==> config.mk <==
export PLATFORM = sky130hd
export DESIGN_NAME = wb_gain_apply_flat
export DESIGN_NICKNAME = d
export VERILOG_FILES = /design/src/rtl/wb_pkg.sv /design/src/rtl/axi4_stream_if.sv /design/src/rtl/wb_chan_gain.sv /design/src/rtl/wb_gain_apply.sv /design/src/flat_wrapper.sv
export SDC_FILE = /design/constraint.sdc
export NUM_CORES = 1
export LEC_CHECK = 0
export ABC_AREA = 0
export BUFFER_PORTS_ARGS = -buffer_cell sky130_fd_sc_hd__buf_2
export CORE_MARGIN = 2
export CORE_UTILIZATION = 60
export DETAILED_ROUTE_END_ITERATION = 10
export GPL_ROUTABILITY_DRIVEN = 1
export PLACE_DENSITY_LB_ADDON = 0.3
export SYNTH_ARGS = -nofsm -noshare
export SYNTH_HDL_FRONTEND = slang
export SYNTH_SLANG_ARGS = --single-unit
==> constraint.sdc <==
create_clock -name clk_i -period 13.8 [get_ports clk_i]
set_clock_uncertainty 0.1 [all_clocks]
set_input_delay 2.76 -clock clk_i [delete_from_list [all_inputs] [get_ports clk_i]]
set_output_delay 2.76 -clock clk_i [all_outputs]
set_load 0.05 [all_outputs]
==> src/rtl/wb_pkg.sv <==
// wb_pkg: shared constants and helpers for the white-balance gain path
package wb_pkg;
  localparam int G_SLOT = 0;
  localparam int B_SLOT = 1;
  localparam int R_SLOT = 2;
  typedef struct packed {
    logic user;
    logic last;
  } side_t;
  function automatic int unsigned fixed_one(input int unsigned fract_width);
    return 32'd1 << fract_width;
  endfunction
endpackage

==> src/rtl/axi4_stream_if.sv <==
// axi4_stream_if: minimal AXI4-Stream video link with frame-start and end-of-line sideband
interface axi4_stream_if #(
  parameter int DATA_WIDTH = 30
);
  logic [DATA_WIDTH-1:0] tdata;
  logic                  tvalid;
  logic                  tready;
  logic                  tuser;
  logic                  tlast;
  modport master (output tdata, tvalid, tuser, tlast, input tready);
  modport slave  (input tdata, tvalid, tuser, tlast, output tready);
endinterface

==> src/rtl/wb_chan_gain.sv <==
// wb_chan_gain: one colour channel, multiply (S2) then round and saturate (S3)
module wb_chan_gain #(
  parameter int PX_WIDTH    = 10,
  parameter int FRACT_WIDTH = 10,
  parameter int COEF_WIDTH  = PX_WIDTH + FRACT_WIDTH
) (
  input  logic                  clk_i,
  input  logic                  en_i,
  input  logic [PX_WIDTH-1:0]   px_i,
  input  logic [COEF_WIDTH-1:0] gain_i,
  output logic [PX_WIDTH-1:0]   px_o
);
  localparam int PW = PX_WIDTH + COEF_WIDTH;
  localparam logic [PW:0] HALF = (PW+1)'(1) << (FRACT_WIDTH - 1);
  localparam logic [PW:0] MAX  = (PW+1)'((1 << PX_WIDTH) - 1);
  logic [PW-1:0]       prod_d, prod_q;
  logic [PW:0]         rnd;
  logic [PX_WIDTH-1:0] px_d, px_q;
  always_comb begin
    prod_d = en_i ? PW'(px_i) * PW'(gain_i) : prod_q;
    rnd    = ({1'b0, prod_q} + HALF) >> FRACT_WIDTH;
    px_d   = en_i ? (rnd > MAX ? {PX_WIDTH{1'b1}} : rnd[PX_WIDTH-1:0]) : px_q;
  end
  always_ff @(posedge clk_i) begin
    prod_q <= prod_d;
    px_q   <= px_d;
  end
  assign px_o = px_q;
endmodule

==> src/rtl/wb_gain_apply.sv <==
// wb_gain_apply: per-frame R/B white-balance gains applied to an RBG video stream
module wb_gain_apply
  import wb_pkg::*;
#(
  parameter int PX_WIDTH    = 10,
  parameter int FRACT_WIDTH = 10,
  parameter int COEF_WIDTH  = PX_WIDTH + FRACT_WIDTH
) (
  input  logic                  clk_i,
  input  logic                  rst_i,
  axi4_stream_if.slave          video_i,
  axi4_stream_if.master         video_o,
  input  logic [COEF_WIDTH-1:0] r_corr_i,
  input  logic [COEF_WIDTH-1:0] b_corr_i,
  input  logic                  bypass_i
);
  localparam logic [COEF_WIDTH-1:0] ONE = COEF_WIDTH'(fixed_one(FRACT_WIDTH));
  logic                          en, acc, sof;
  logic [COEF_WIDTH-1:0]         r_sel, b_sel;
  logic [COEF_WIDTH-1:0]         r_act_d, r_act_q, b_act_d, b_act_q;
  logic [COEF_WIDTH-1:0]         rg1_d, rg1_q, bg1_d, bg1_q;
  logic [PX_WIDTH-1:0]           r1_d, r1_q, b1_d, b1_q, r3, b3;
  logic [2:0][PX_WIDTH-1:0]      g_d, g_q;
  side_t [2:0]                   s_d, s_q;
  logic [2:0]                    v_d, v_q;
  always_comb begin
    en      = !v_q[2] || video_o.tready;
    acc     = video_i.tvalid && en;
    sof     = video_i.tvalid && video_i.tuser;
    // a frame-start beat already uses the gains it loads
    r_sel   = sof ? (bypass_i ? ONE : r_corr_i) : r_act_q;
    b_sel   = sof ? (bypass_i ? ONE : b_corr_i) : b_act_q;
    r_act_d = acc ? r_sel : r_act_q;
    b_act_d = acc ? b_sel : b_act_q;
    v_d     = en ? {v_q[1:0], video_i.tvalid} : v_q;
    r1_d    = en ? video_i.tdata[R_SLOT*PX_WIDTH +: PX_WIDTH] : r1_q;
    b1_d    = en ? video_i.tdata[B_SLOT*PX_WIDTH +: PX_WIDTH] : b1_q;
    rg1_d   = en ? r_sel : rg1_q;
    bg1_d   = en ? b_sel : bg1_q;
    g_d     = en ? {g_q[1:0], video_i.tdata[G_SLOT*PX_WIDTH +: PX_WIDTH]} : g_q;
    s_d     = en ? {s_q[1:0], side_t'({video_i.tuser, video_i.tlast})} : s_q;
  end
  always_ff @(posedge clk_i) begin
    if (rst_i) begin
      v_q     <= '0;
      r_act_q <= ONE;
      b_act_q <= ONE;
    end else begin
      v_q     <= v_d;
      r_act_q <= r_act_d;
      b_act_q <= b_act_d;
    end
  end
  always_ff @(posedge clk_i) begin
    r1_q  <= r1_d;
    b1_q  <= b1_d;
    rg1_q <= rg1_d;
    bg1_q <= bg1_d;
    g_q   <= g_d;
    s_q   <= s_d;
  end
  wb_chan_gain #(.PX_WIDTH(PX_WIDTH), .FRACT_WIDTH(FRACT_WIDTH), .COEF_WIDTH(COEF_WIDTH)) u_r (
    .clk_i(clk_i), .en_i(en), .px_i(r1_q), .gain_i(rg1_q), .px_o(r3)
  );
  wb_chan_gain #(.PX_WIDTH(PX_WIDTH), .FRACT_WIDTH(FRACT_WIDTH), .COEF_WIDTH(COEF_WIDTH)) u_b (
    .clk_i(clk_i), .en_i(en), .px_i(b1_q), .gain_i(bg1_q), .px_o(b3)
  );
  // upstream may always push during reset; whatever it sends is discarded
  assign video_i.tready = en || rst_i;
  assign video_o.tvalid = v_q[2];
  assign video_o.tdata  = {r3, b3, g_q[2]};
  assign video_o.tuser  = s_q[2].user;
  assign video_o.tlast  = s_q[2].last;
endmodule
==> src/flat_wrapper.sv <==
// flat-port wrapper written by rule: the top's interface ports become plain ports
module wb_gain_apply_flat import wb_pkg::*;
#(
  parameter int PX_WIDTH    = 10,
  parameter int FRACT_WIDTH = 10,
  parameter int COEF_WIDTH  = PX_WIDTH + FRACT_WIDTH
)
  (clk_i, rst_i, r_corr_i, b_corr_i, bypass_i, video_i_tdata, video_i_tvalid, video_i_tuser, video_i_tlast, video_i_tready, video_o_tdata, video_o_tvalid, video_o_tuser, video_o_tlast, video_o_tready);
  axi4_stream_if video_i_i ();
  axi4_stream_if video_o_i ();
  input  logic clk_i;
  input  logic rst_i;
  input  logic [COEF_WIDTH-1:0] r_corr_i;
  input  logic [COEF_WIDTH-1:0] b_corr_i;
  input  logic bypass_i;
  input wire logic [$bits(video_i_i.tdata)-1:0] video_i_tdata;
  input wire logic [$bits(video_i_i.tvalid)-1:0] video_i_tvalid;
  input wire logic [$bits(video_i_i.tuser)-1:0] video_i_tuser;
  input wire logic [$bits(video_i_i.tlast)-1:0] video_i_tlast;
  output wire logic [$bits(video_i_i.tready)-1:0] video_i_tready;
  output wire logic [$bits(video_o_i.tdata)-1:0] video_o_tdata;
  output wire logic [$bits(video_o_i.tvalid)-1:0] video_o_tvalid;
  output wire logic [$bits(video_o_i.tuser)-1:0] video_o_tuser;
  output wire logic [$bits(video_o_i.tlast)-1:0] video_o_tlast;
  input wire logic [$bits(video_o_i.tready)-1:0] video_o_tready;
  assign video_i_i.tdata = video_i_tdata;
  assign video_i_i.tvalid = video_i_tvalid;
  assign video_i_i.tuser = video_i_tuser;
  assign video_i_i.tlast = video_i_tlast;
  assign video_i_tready = video_i_i.tready;
  assign video_o_tdata = video_o_i.tdata;
  assign video_o_tvalid = video_o_i.tvalid;
  assign video_o_tuser = video_o_i.tuser;
  assign video_o_tlast = video_o_i.tlast;
  assign video_o_i.tready = video_o_tready;
  wb_gain_apply #(.PX_WIDTH(PX_WIDTH), .FRACT_WIDTH(FRACT_WIDTH), .COEF_WIDTH(COEF_WIDTH)) u_core (.clk_i(clk_i), .rst_i(rst_i), .video_i(video_i_i), .video_o(video_o_i), .r_corr_i(r_corr_i), .b_corr_i(b_corr_i), .bypass_i(bypass_i));
endmodule
==> Word level (Yosys, flattened, before mapping) <==
Cells that the tools add are included.
{ "op_classes": {"add_sub_neg": 2, "n_mul": 2, "n_div": 0, "order_cmp": 2, "n_eq_ne": 0, "shifts": 0, "n_mux": 4, "bitwise": 0, "reduce_logical": 5} }
{ "op_table": {"columns": ["op", "count"], "rows": [
  ["$mux 20", 4],
  ["$add 30x10->31 const B", 2],
  ["$mul 10x20->30", 2],
  ["$gt 21x10->1 const B", 2],
  ["$logic_and 1x1->1", 2],
  ["$logic_or 1x1->1", 2],
  ["$logic_not 1->1", 1]
]} }
{ "totals": {"ff_bits": 219, "latchBits": 0, "ram_bits": 0, "mem_bits_ro": 0, "input_bits": 77, "out_inout_bits": 34, "mem_count": 0} }

==> Depth between registers and ports, before layout <==
Gate-level depths: netlist (run 1).
{ "depth": {"depth_word": 3, "ltp_mapped": 22} }

==> Cells and area by module <==
From an unflattened synthesis (run 1), not the netlist that was laid out.
{ "unflattened": {"cells_unflattened": 2173, "area_unflattened_um2": 20860.0} }
{ "modules_own_cells": {"columns": ["mod", "instances", "cells_per_inst", "area_per_inst_um2", "seq_area_each_um2"], "rows": [
  ["wb_chan_gain at u_core.u_b", 1, 892, 7842.5, 930.9],
  ["wb_chan_gain at u_core.u_r", 1, 844, 7659.8, 930.9],
  ["wb_gain_apply", 1, 437, 5357.6, 3743.6]
]} }

==> Least setup slack after synthesis (run 1) <==
OpenSTA, ideal clock, no wires.
{ "synth_timing": {"kind": "in2reg", "start": "input port video_o_tready", "end": "register u_core.b_act_q[0]", "setup_ns": 0.128, "t_arrival_ns": 7.245, "setup_slack_ns": 6.328, "stages": 7, "cell_sequence": "nor2b_1 -> inv_1 -> and2_1 -> clkbuf_1 -> buf_1 -> mux2i_1 -> nor2_1"} }
{ "synth_between": {"elab_chain_cells": 2} }
{ "synth_rtl": {"columns": ["element", "line_no", "rtl"], "rows": [
  ["start: declaration", "flat_wrapper.sv:25", "input wire logic [$bits(video_o_i.tready)-1:0] video_o_tready;"],
  ["$logic_or 1x1->1", "wb_gain_apply.sv:27", "en = !v_q[2] || video_o.tready;"],
  ["$logic_and 1x1->1", "wb_gain_apply.sv:28", "acc = video_i.tvalid && en;"],
  ["end signal: assignment", "wb_gain_apply.sv:51", "b_act_q <= b_act_d;"],
  ["end: declaration", "wb_gain_apply.sv:20", "logic [COEF_WIDTH-1:0] r_act_d, r_act_q, b_act_d, b_act_q;"]
]} }
No other way between the ends.
A chain may end at the register's enable or synchronous reset.

==> Worst setup path after layout (run 1) <==
{ "layout_timing": {"start": "input port rst_i", "end": "output port video_i_tready"} }
{ "layout_between": {"elab_chain_cells": 1} }
{ "layout_rtl": {"columns": ["element", "line_no", "rtl"], "rows": [
  ["start: declaration", "flat_wrapper.sv:12", "input logic rst_i;"],
  ["$logic_or 1x1->1", "wb_gain_apply.sv:69", "assign video_i.tready = en || rst_i;"],
  ["end: declaration", "flat_wrapper.sv:20", "output wire logic [$bits(video_i_i.tready)-1:0] video_i_tready;"]
]} }
No other way between the ends.

==> impl_metrics.csv, run 1 <==
group,metric,value,unit
pwr,p_clk_share,25.3,%
placed_design,io_buffers,110,
setup_path,slowest_delay,0.60,ns
timing,period_share,48.3,%
clock_tree,cts_tree,"yes",
clock_tree,cts_buffers,23,
pwr,power_frac_comb,37.4,%
flow_run,max_cap_violations,0,
drt,wirelength,39100,µm
timing,slew_violations,0,
global_routing,grt_max_degree,103,
pwr,p_seq_share,37.3,%
pwr,switching_share,36.7,%
clock_tree,cts_sinks,201,
yosys,ys.flop_type,"edfxtp_1",
final_layout,final_cell_mix,"303 x inv_1, 284 x nand2_1, 282 x fa_1",
global_routing,grt_usage,24.3,%
final_layout,design_area,21300,µm²
drt,vias,13400,
final_layout,insertedDiodeCount,0,
pwr,power_density,111,nW/µm²
drt,routedWlPerCell,15.9,µm
pwr,ir_drop,0.0000997,V
setup_path,critPathMaxFanout,44,
floorplanning,die_h,186,µm
floorplanning,die_x,186,µm
setup_path,crit_required,10.94,ns
yosys,ys_ff_latch,201,
final_layout,final_common_cell,"inv_1",
clock_tree,cts_buffer_depth,3,
floorplanning,dieArea,34500,µm²
clock_tree,htree_levels,1,
clock_tree,hold_buffers,0,
timing,setup_violations,0,
yosys,syn-instance-count,1975,
global_routing,antenna_found_initial,0,
yosys,synth_nets,2462,
drt,vias_per_cell,5.45,
clock_tree,clk_latency,0.54,ns
outcome,status,"completed",
clock_tree,clockRootBuffer,"clkbuf_16",
setup_path,critPathKind,"input port to primary output",
timing,tightestPinTransition,0.951,ns
drt,ant_nets,0,
floorplanning,num_io_pins,111,
final_layout,utilization,65.4,%
setup_path,cp.arrival,3.81,ns
final_layout,syn2layout_area_growth,7.27,%
yosys,synth_cell_types,57,
placed_design,place_area,20500,µm²
drt,drc,0,
pwr,p_leak,10.2,nW
clock_tree,cts_setup_buffers,0,
timing,max_freq,0.150,GHz
pwr,p_int,0.00149,W
floorplanning,core,32500,µm²
global_routing,grt_pass1_vias,14600,
timing,hold_viol,0,
final_layout,final_cells,2465,
global_routing,grt.overflow.total,0,
yosys,postSynthAreaPerCell,10.0,µm²
floorplanning,initial_utilization,60.9,%
floorplanning,row_count,66,
placed_design,hpwl,30300,µm
yosys,ys_seq_area_share,28.3,%
global_routing,grt_pass1_wl,67700,µm
placed_design,gp_congestion,0.836,
final_layout,nets,2493,
setup_path,path_cells,"buf_2, nand2b_1, buf_2",
setup_path,crit_slowest_cell,"buf_2",
clock_tree,clk_pin_slew,0.06,ns
timing,finalCriticalPeriod,6.67,ns
final_layout,drive_above_1_share,8.11,%
timing,grt_setup_unrepaired,"false",
hold_path,min_path_type,"register to register",
drt,drtIter0Drc,713,
final_layout,fillers,2562,
placed_design,dp_cells,2423,
pwr,power.switching,0.000868,W
yosys,async_reset_ff_share,0,%
timing,slew_headroom,36.6,%
drt,firstDrtPassIters,4,
yosys,yosysWarnings,0,
timing,fin_setup_tns,0,ns
yosys,syn-cell-area,19800,µm²
setup_path,crit_top_cell,"buf_2",
setup_path,critPathCaptureType,"primary output",
setup_path,worstSetupStartpointType,"input port",
yosys,synth_edf_count,158,
clock_tree,cts.repair.resized,0,
==> per-stage QoR <==
stage	setup WS [ns]	total power [W]	hold WS, ns
final	7.13	0.00236	0.318
after global placement	7.09	0.00174	0.300
after CTS	7.11	0.00238	0.319
after floorplan	6.33	0.00157	0.300
after global routing	6.91	0.00255	0.325
after detailed placement	7.12	0.00178	0.305
==> sequential cells by signal, summed over array words and instances, names as in the netlist, 3 cells and up <==
| name | cells |
|---|---|
| u_core.u_r.px_o | 10 |
| u_core.u_r.prod_q | 21 |
| u_core.u_b.px_o | 10 |
| u_core.rg1_q | 20 |
| u_core.s_q | 4 |
| u_core.r1_q | 10 |
| u_core.g_q | 20 |
| u_core.b_act_q | 20 |
| u_core.bg1_q | 20 |
| u_core.u_b.prod_q | 21 |
| u_core.video_o.tdata | 10 |
| u_core.v_q | 3 |
| u_core.b1_q | 10 |
| u_core.r_act_q | 20 |
==> synthesized netlist by cell type, types with 4 or more instances <==
cell type	number	area (µm²)
inv_1	304	1140
nand2_1	285	1070
fa_1	282	5650
and2_1	202	1260
edfxtp_1	158	4740
ha_1	128	1600
clkbuf_1	92	345
nor2_1	72	270
o21ai_0	54	270
nand2b_1	49	307
dfxtp_1	43	861
a21oi_1	41	205
mux2i_1	39	390
xnor2_1	32	280
xor2_1	23	201
nand3_1	21	105
a21o_1	18	135
a31oi_1	11	68.8
buf_4	10	75.1
and3_1	9	56.3
nand4_1	9	56.3
nor3_1	7	35.0
a211oi_1	5	37.5
and4_1	5	43.8
nor2b_1	5	31.3
o211ai_1	5	37.5
o21a_1	5	37.5
a211o_1	4	35.0
a311oi_1	4	35.0
buf_1	4	15.0
o21bai_1	4	30.0
o22ai_1	4	25.0
or3_1	4	25.0
==> cell families (layout without fill, tap and decap cells) <==
family          after synthesis  after routing  share of synthesized area (%)
compound gates              177            177                           5.58
xor+xnor                     55             55                           2.43
fa+ha+maj                   410            410                           36.6
buf+inv                     411            459                           7.98
flops                       201            201                           28.3
mux                          42             42                           2.14
simple gates                679            679                           17.1
==> critical path, delay by kind of cell <==
family / cells / cell delay [ns]
buffers and inverters: 2 / 0.86
and+or+nand+nor: 1 / 0.19
==> power groups by stage <==
stage / Combinational [W] / Sequential [W] / Clock [W]
2_1_floorplan: 0.000696 / 0.000874 / 0
3_3_place_gp: 0.000854 / 0.000884 / 0
3_5_place_dp: 0.000888 / 0.000890 / 0
4_1_cts: 0.000896 / 0.000878 / 0.000611
5_1_grt: 0.00102 / 0.000895 / 0.000633
6_report: 0.000884 / 0.000881 / 0.000597
==> path summary, 6_finish.rpt <==
kind                                                from                              end  slack [ns]  cells past startpoint
worst max-delay path                               rst_i                   video_i_tready        7.13                      3
worst min-delay path             u_core.g_q[0]$_DFFE_PN_         u_core.g_q[10]$_DFFE_PN_        0.32                      0
worst max register to register  u_core.b1_q[3]$_DFFE_PN_  u_core.u_b.prod_q[27]$_DFFE_PN_        7.32                     17
worst min register to register   u_core.g_q[0]$_DFFE_PN_         u_core.g_q[10]$_DFFE_PN_        0.32                      0
==> layout make-up <==
class                           instances  area [µm²]  share of cell area (%)
Clock inverter                         15         146                   0.688
Clock buffer                           27         601                    2.82
Tap cell                              442         553                    2.60
Inverter                              304        1150                    5.39
Sequential cell                       201        5610                    26.4
Timing Repair Buffer                  113         573                    2.69
Multi-Input combinational cell       1363       12600                    59.4
==> per-layer routing <==
metal	vias up	global-route usage (%)	wire [µm]
met5	-	0	0
met4	0	6.27	798
met3	76	3.60	2070
met2	313	44.1	20200
met1	6769	30.5	16000
li1	6285	-	-
Power figures use the tool's default switching activity.
==> run 2: changes to the inputs <==
- ABC_AREA: 0 -> 1
- clock period: 13.8 -> 6.99 ns (I/O delays scaled with it)
==> impl_metrics.csv, run 2 <==
group,metric,value,unit
clock_tree,htree_levels,1,
yosys,ys_ff_latch,201,
hold_path,min_path_type,"register to register",
floorplanning,initial_utilization,61.1,%
clock_tree,cts_setup_buffers,0,
yosys,yosysWarnings,0,
setup_path,crit_required,7.17,ns
final_layout,syn2layout_area_growth,6.45,%
clock_tree,clk_latency,0.53,ns
floorplanning,core,35700,µm²
yosys,synth_edf_count,158,
yosys,syn-cell-area,21800,µm²
final_layout,largestRegisters,"u_core.u_b.prod_q x21, u_core.u_r.prod_q x21",
yosys,ys.flop_type,"edfxtp_1",
setup_path,cp.arrival,5.82,ns
setup_path,crit_slowest_cell,"edfxtp_1",
clock_tree,cts_sinks,201,
timing,slew_headroom,30.2,%
yosys,synth_cell_types,36,
floorplanning,die_h,194,µm
floorplanning,row_count,69,
yosys,synth_fa_ha_area_share,33.3,%
drt,drc,0,
drt,wirelength,50300,µm
yosys,synthTopCellsByCount,"724 x nand2_1, 665 x inv_1, 282 x fa_1, 158 x edfxtp_1, 151 x nor2_1",
yosys,synth_area_leader_cell,"fa_1",
drt,vias,16900,
flow_run,max_cap_violations,0,
timing,finalCriticalPeriod,5.63,ns
floorplanning,die_x,194,µm
pwr,power_density,345,nW/µm²
floorplanning,num_io_pins,111,
timing,grt_setup_unrepaired,"false",
yosys,syn-instance-count,2709,
placed_design,gp_congestion,0.972,
timing,setup_violations,0,
yosys,synth-compound-area-share,5.32,%
yosys,postSynthAreaPerCell,8.04,µm²
setup_path,critPathKind,"register to register",
pwr,p_leak,12.7,nW
yosys,synth_top_area_share,25.9,%
setup_path,critPathCaptureType,"register",
pwr,finalPower,0.00800,W
global_routing,grt_usage,28.1,%
setup_path,slowest_delay,0.82,ns
yosys,synth_nets,3196,
final_layout,final_common_cell,"nand2_1",
global_routing,grt_max_degree,92,
yosys,synth_top_family_by_area,"adder cells",
placed_design,dp_cells,3168,
timing,max_freq,0.178,GHz
clock_tree,cts_tree,"yes",
timing,slew_violations,0,
yosys,synth_area_leaders,"fa_1 26%, edfxtp_1 22%, nand2_1 12%, inv_1 11%, ha_1 7.4%",
final_layout,final_cell_mix,"723 x nand2_1, 663 x inv_1, 282 x fa_1",
setup_path,worstSetupStartpointType,"register",
yosys,yosysMostFrequentCell,"nand2_1",
final_layout,drive_above_1_share,6.48,%
setup_path,worst-path-buf-inv,5,
floorplanning,dieArea,37800,µm²
drt,firstDrtPassIters,6,
final_layout,final_cells,3208,
setup_path,critPathMaxFanout,19,
timing,fin_setup_tns,0,ns
drt,routedWlPerCell,15.7,µm
timing,tightestPinTransition,1.05,ns
global_routing,antenna_found_initial,0,
clock_tree,clk_pin_slew,0.06,ns
timing,hold_viol,0,
final_layout,nets,3218,
timing,hold_ws,0.316,ns
yosys,ys_seq_area_share,25.7,%
clock_tree,cts.repair.resized,0,
global_routing,grt_pass1_wl,86500,µm
drt,ant_nets,0,
final_layout,insertedDiodeCount,0,
setup_path,crit_family,"adder cells",
clock_tree,hold_buffers,0,
yosys,synthSimpleGateAreaFrac,20.3,%
timing,period_share,80.6,%
yosys,synth_xor_area_share,1.57,%
drt,vias_per_cell,5.28,
placed_design,io_buffers,110,
clock_tree,clockRootBuffer,"clkbuf_16",
setup_path,path_cells,"nand2_1, fa_1, inv_1, fa_1, inv_1, fa_1, inv_1, fa_1, inv_1, fa_1, inv_1, ha_1, a21oi_1, o21ai_0, a21oi_1, nor2_1, nor2_1, nand2_1, nand2_1, nand2_1",
placed_design,hpwl,39300,µm
clock_tree,cts_buffers,22,
drt,drtIter0Drc,1091,
outcome,status,"completed",
yosys,synthMuxAreaShare,0,%
yosys,async_reset_ff_share,0,%
clock_tree,cts_buffer_depth,3,
global_routing,grt_pass1_vias,18000,
global_routing,grt.overflow.total,0,
pwr,ir_drop,0.000228,V
[run 2: final timing paths]
path	start	end	slack, ns	depth (start not counted)
hold reg to reg	u_core.g_q[3]$_DFFE_PN_	u_core.g_q[13]$_DFFE_PN_	0.32	0
setup reg to reg	u_core.b1_q[1]$_DFFE_PN_	u_core.u_b.prod_q[28]$_DFFE_PN_	1.36	20
setup / recovery	u_core.b1_q[1]$_DFFE_PN_	u_core.u_b.prod_q[28]$_DFFE_PN_	1.36	20
hold / removal	u_core.g_q[3]$_DFFE_PN_	u_core.g_q[13]$_DFFE_PN_	0.32	0
[run 2: layout make-up]
| type | count | area [µm²] |
|---|---|---|
| multi-input cells | 1726 | 13200 |
| clock buffers | 29 | 628 |
| repair buffers | 113 | 573 |
| well taps | 461 | 577 |
| fillers | 3011 | 12500 |
| clock inverters | 11 | 115 |
| flip-flops and latches | 201 | 5610 |
| inverters | 667 | 2510 |
[run 2: cells by family (layout without fill, tap and decap cells)]
logic type,Yosys count,count (layout)
compound gates,202,202
xor+xnor,39,39
fa+ha+maj,410,410
buf+inv,782,820
flops,201,201
simple gates,1075,1075
[run 2: power by group]
group	internal, W	switching (W)	leakage, nW
Clock	0.000709	0.000490	0.371
Sequential	0.00166	0.000291	2.02
Combinational	0.00171	0.00314	10.3
[run 2: metal layers]
layer | wire (µm) | part of all wire, % | global-route usage [%] | vias to the layer above
met5 | 0 | 0 | 0 | -
met4 | 1070 | 2.1 | 7.41 | 0
met3 | 4330 | 8.6 | 5.22 | 90
met2 | 22700 | 45 | 45.5 | 695
met1 | 22200 | 44 | 39.3 | 8005
li1 | - | - | - | 8157
[run 2: worst reg2reg max path: cells and delay by family, from the launching register on]
kind,cells,cell delay [ns]
AOI/OAI and AO/OA,3,0.72
adders and majority gates,6,2.97
buffers and inverters,5,0.25
DFF,1,0.82
and+or+nand+nor,6,0.54
[run 2: per-stage QoR]
stage               worst slack, ns  cell area (µm²)  util (%)
floorplan                      1.05            21800         -
global placement               1.43            22400      62.9
detailed placement             1.36            22400      62.9
CTS                            1.35            23200      65.0
global route                  0.954            23200      65.0
finish                         1.36            23200      65.0
==> run 3: changes to the inputs <==
- CORE_UTILIZATION: 60 -> 58
- clock period: 6.99 -> 4.8 ns (I/O delays scaled with it)
==> impl_metrics.csv, run 3 (same netlist as run 2, synthesis figures left out) <==
group,metric,value,unit
final_layout,design_area,27500,µm²
clock_tree,cts_tree,"yes",
clock_tree,htree_levels,1,
timing,period_share,106,%
setup_path,crit_family,"adder cells",
drt,drc,0,
clock_tree,cts_buffers,22,
clock_tree,clockRootBuffer,"clkbuf_16",
setup_path,critPathCaptureType,"register",
floorplanning,initial_utilization,59.2,%
final_layout,insertedDiodeCount,0,
floorplanning,num_io_pins,111,
clock_tree,cts_sinks,201,
flow_run,max_cap_violations,0,
drt,drtIter0Drc,1646,
drt,ant_nets,0,
clock_tree,hold_buffers,0,
timing,slew_violations,0,
setup_path,worst-path-buf-inv,5,
placed_design,dp_cells,3351,
pwr,ir_drop,0.000516,V
setup_path,critPathMaxFanout,5,
placed_design,place_area,23900,µm²
drt,vias,19100,
placed_design,gp_congestion,0.938,
global_routing,grt_max_degree,159,
floorplanning,row_count,70,
global_routing,grt_pass1_vias,19100,
floorplanning,die_x,198,µm
timing,hold_ws,0.315,ns
final_layout,largestRegisters,"u_core.u_b.prod_q x21, u_core.u_r.prod_q x21",
pwr,p_leak,14.5,nW
final_layout,final_cell_mix,"611 x nand2_1, 588 x inv_1, 257 x fa_1",
global_routing,grt_pass1_wl,91700,µm
outcome,status,"finished, violations left",
setup_path,worstSetupStartpointType,"register",
setup_path,crit_required,4.97,ns
timing,grt_setup_unrepaired,"true",
timing,finalCriticalPeriod,5.08,ns
timing,hold_viol,0,
floorplanning,dieArea,39100,µm²
clock_tree,clk_latency,0.51,ns
final_layout,final_common_cell,"nand2_1",
timing,setup_ws,-0.276,ns
final_layout,final_cells,3490,
global_routing,grt_usage,29.1,%
global_routing,grt.overflow.total,0,
floorplanning,die_h,198,µm
setup_path,slowest_delay,0.59,ns
setup_path,critPathKind,"register to register",
final_layout,utilization,74.9,%
outcome,violations,"negative setup slack",
setup_path,crit_top_cell,"fa_1",
placed_design,io_buffers,110,
final_layout,nets,3494,
hold_path,min_path_type,"register to register",
drt,wirelength,59700,µm
clock_tree,cts_buffer_depth,3,
setup_path,crit_slowest_cell,"fa_2",
drt,firstDrtPassIters,5,
setup_path,cp.arrival,5.25,ns
pwr,finalPower,0.0181,W
drt,vias_per_cell,5.47,
timing,setup_violations,40,
final_layout,syn2layout_area_growth,26.5,%
placed_design,hpwl,40600,µm
global_routing,antenna_found_initial,0,
timing,max_freq,0.197,GHz
floorplanning,core,36800,µm²
setup_path,path_cells,"buf_6, buf_8, nand2_4, fa_1, fa_1, inv_2, fa_1, fa_2, fa_2, ha_4, nand2_4, buf_12, nor2_4, inv_2, nor3_4, nand2_1, nand2_2, nand2_2, nand3_2, nand2_1",
final_layout,drive_above_1_share,27.9,%
pwr,power_density,658,nW/µm²
clock_tree,clk_pin_slew,0.06,ns
timing,tightestPinTransition,1.06,ns
drt,routedWlPerCell,17.1,µm
timing,slew_headroom,29.0,%
[run 3: metrics by stage]
step	TNS (ns)	worst slack (ns)
CTS	-1.17	-0.0988
floorplan	0	0.00192
global route	-11.10	-0.389
detailed placement	-10.17	-0.554
finish	-5.94	-0.276
global placement	-8.24	-0.555
[run 3: worst register-to-register path, delay by kind of cell (launching register included)]
family,cells,cell delay [ns]
flops,1,0.45
fa+ha+maj,6,2.87
buf+inv,5,0.54
simple gates,9,0.89
[run 3: timing repair]
action,in CTS,in global routing
resized for setup,309,292
endpoints found under the hold margin,0,0
gates cloned,2,4
pin swaps,140,167
buffers inserted,61,38
setup endpoints to repair,40,41
[run 3: path summary, 6_finish.rpt]
path | start | end | slack, ns | cells past startpoint
setup reg to reg | u_core.r1_q[6]$_DFFE_PN_ | u_core.u_r.prod_q[28]$_DFFE_PN_ | -0.28 | 20
hold / removal | u_core.s_q[2]$_DFFE_PN_ | u_core.video_o.tlast$_DFFE_PN_ | 0.32 | 0
hold reg to reg | u_core.s_q[2]$_DFFE_PN_ | u_core.video_o.tlast$_DFFE_PN_ | 0.32 | 0
setup / recovery | u_core.r1_q[6]$_DFFE_PN_ | u_core.u_r.prod_q[28]$_DFFE_PN_ | -0.28 | 20
[run 3: metal layers]
layer	track usage [%]	up-vias	wire length, µm
li1	-	8719	-
met1	40.5	9206	24100
met2	48.3	989	28400
met3	4.53	184	5110
met4	6.52	0	2020
met5	0	-	0
[run 3: report_power, final]
part           internal [W]  switching (W)
registers           0.00242       0.000272
clock network      0.000891       0.000670
logic               0.00590        0.00798
total               0.00921        0.00892
[run 3: final cells by class]
class	instances	area, µm²
Clock buffer	28	604
Fill cell	2466	9250
Timing Repair Buffer	389	3010
Multi-Input combinational cell	1726	15200
Sequential cell	201	5610
Tap cell	468	586
Clock inverter	11	58.8
Inverter	667	2510
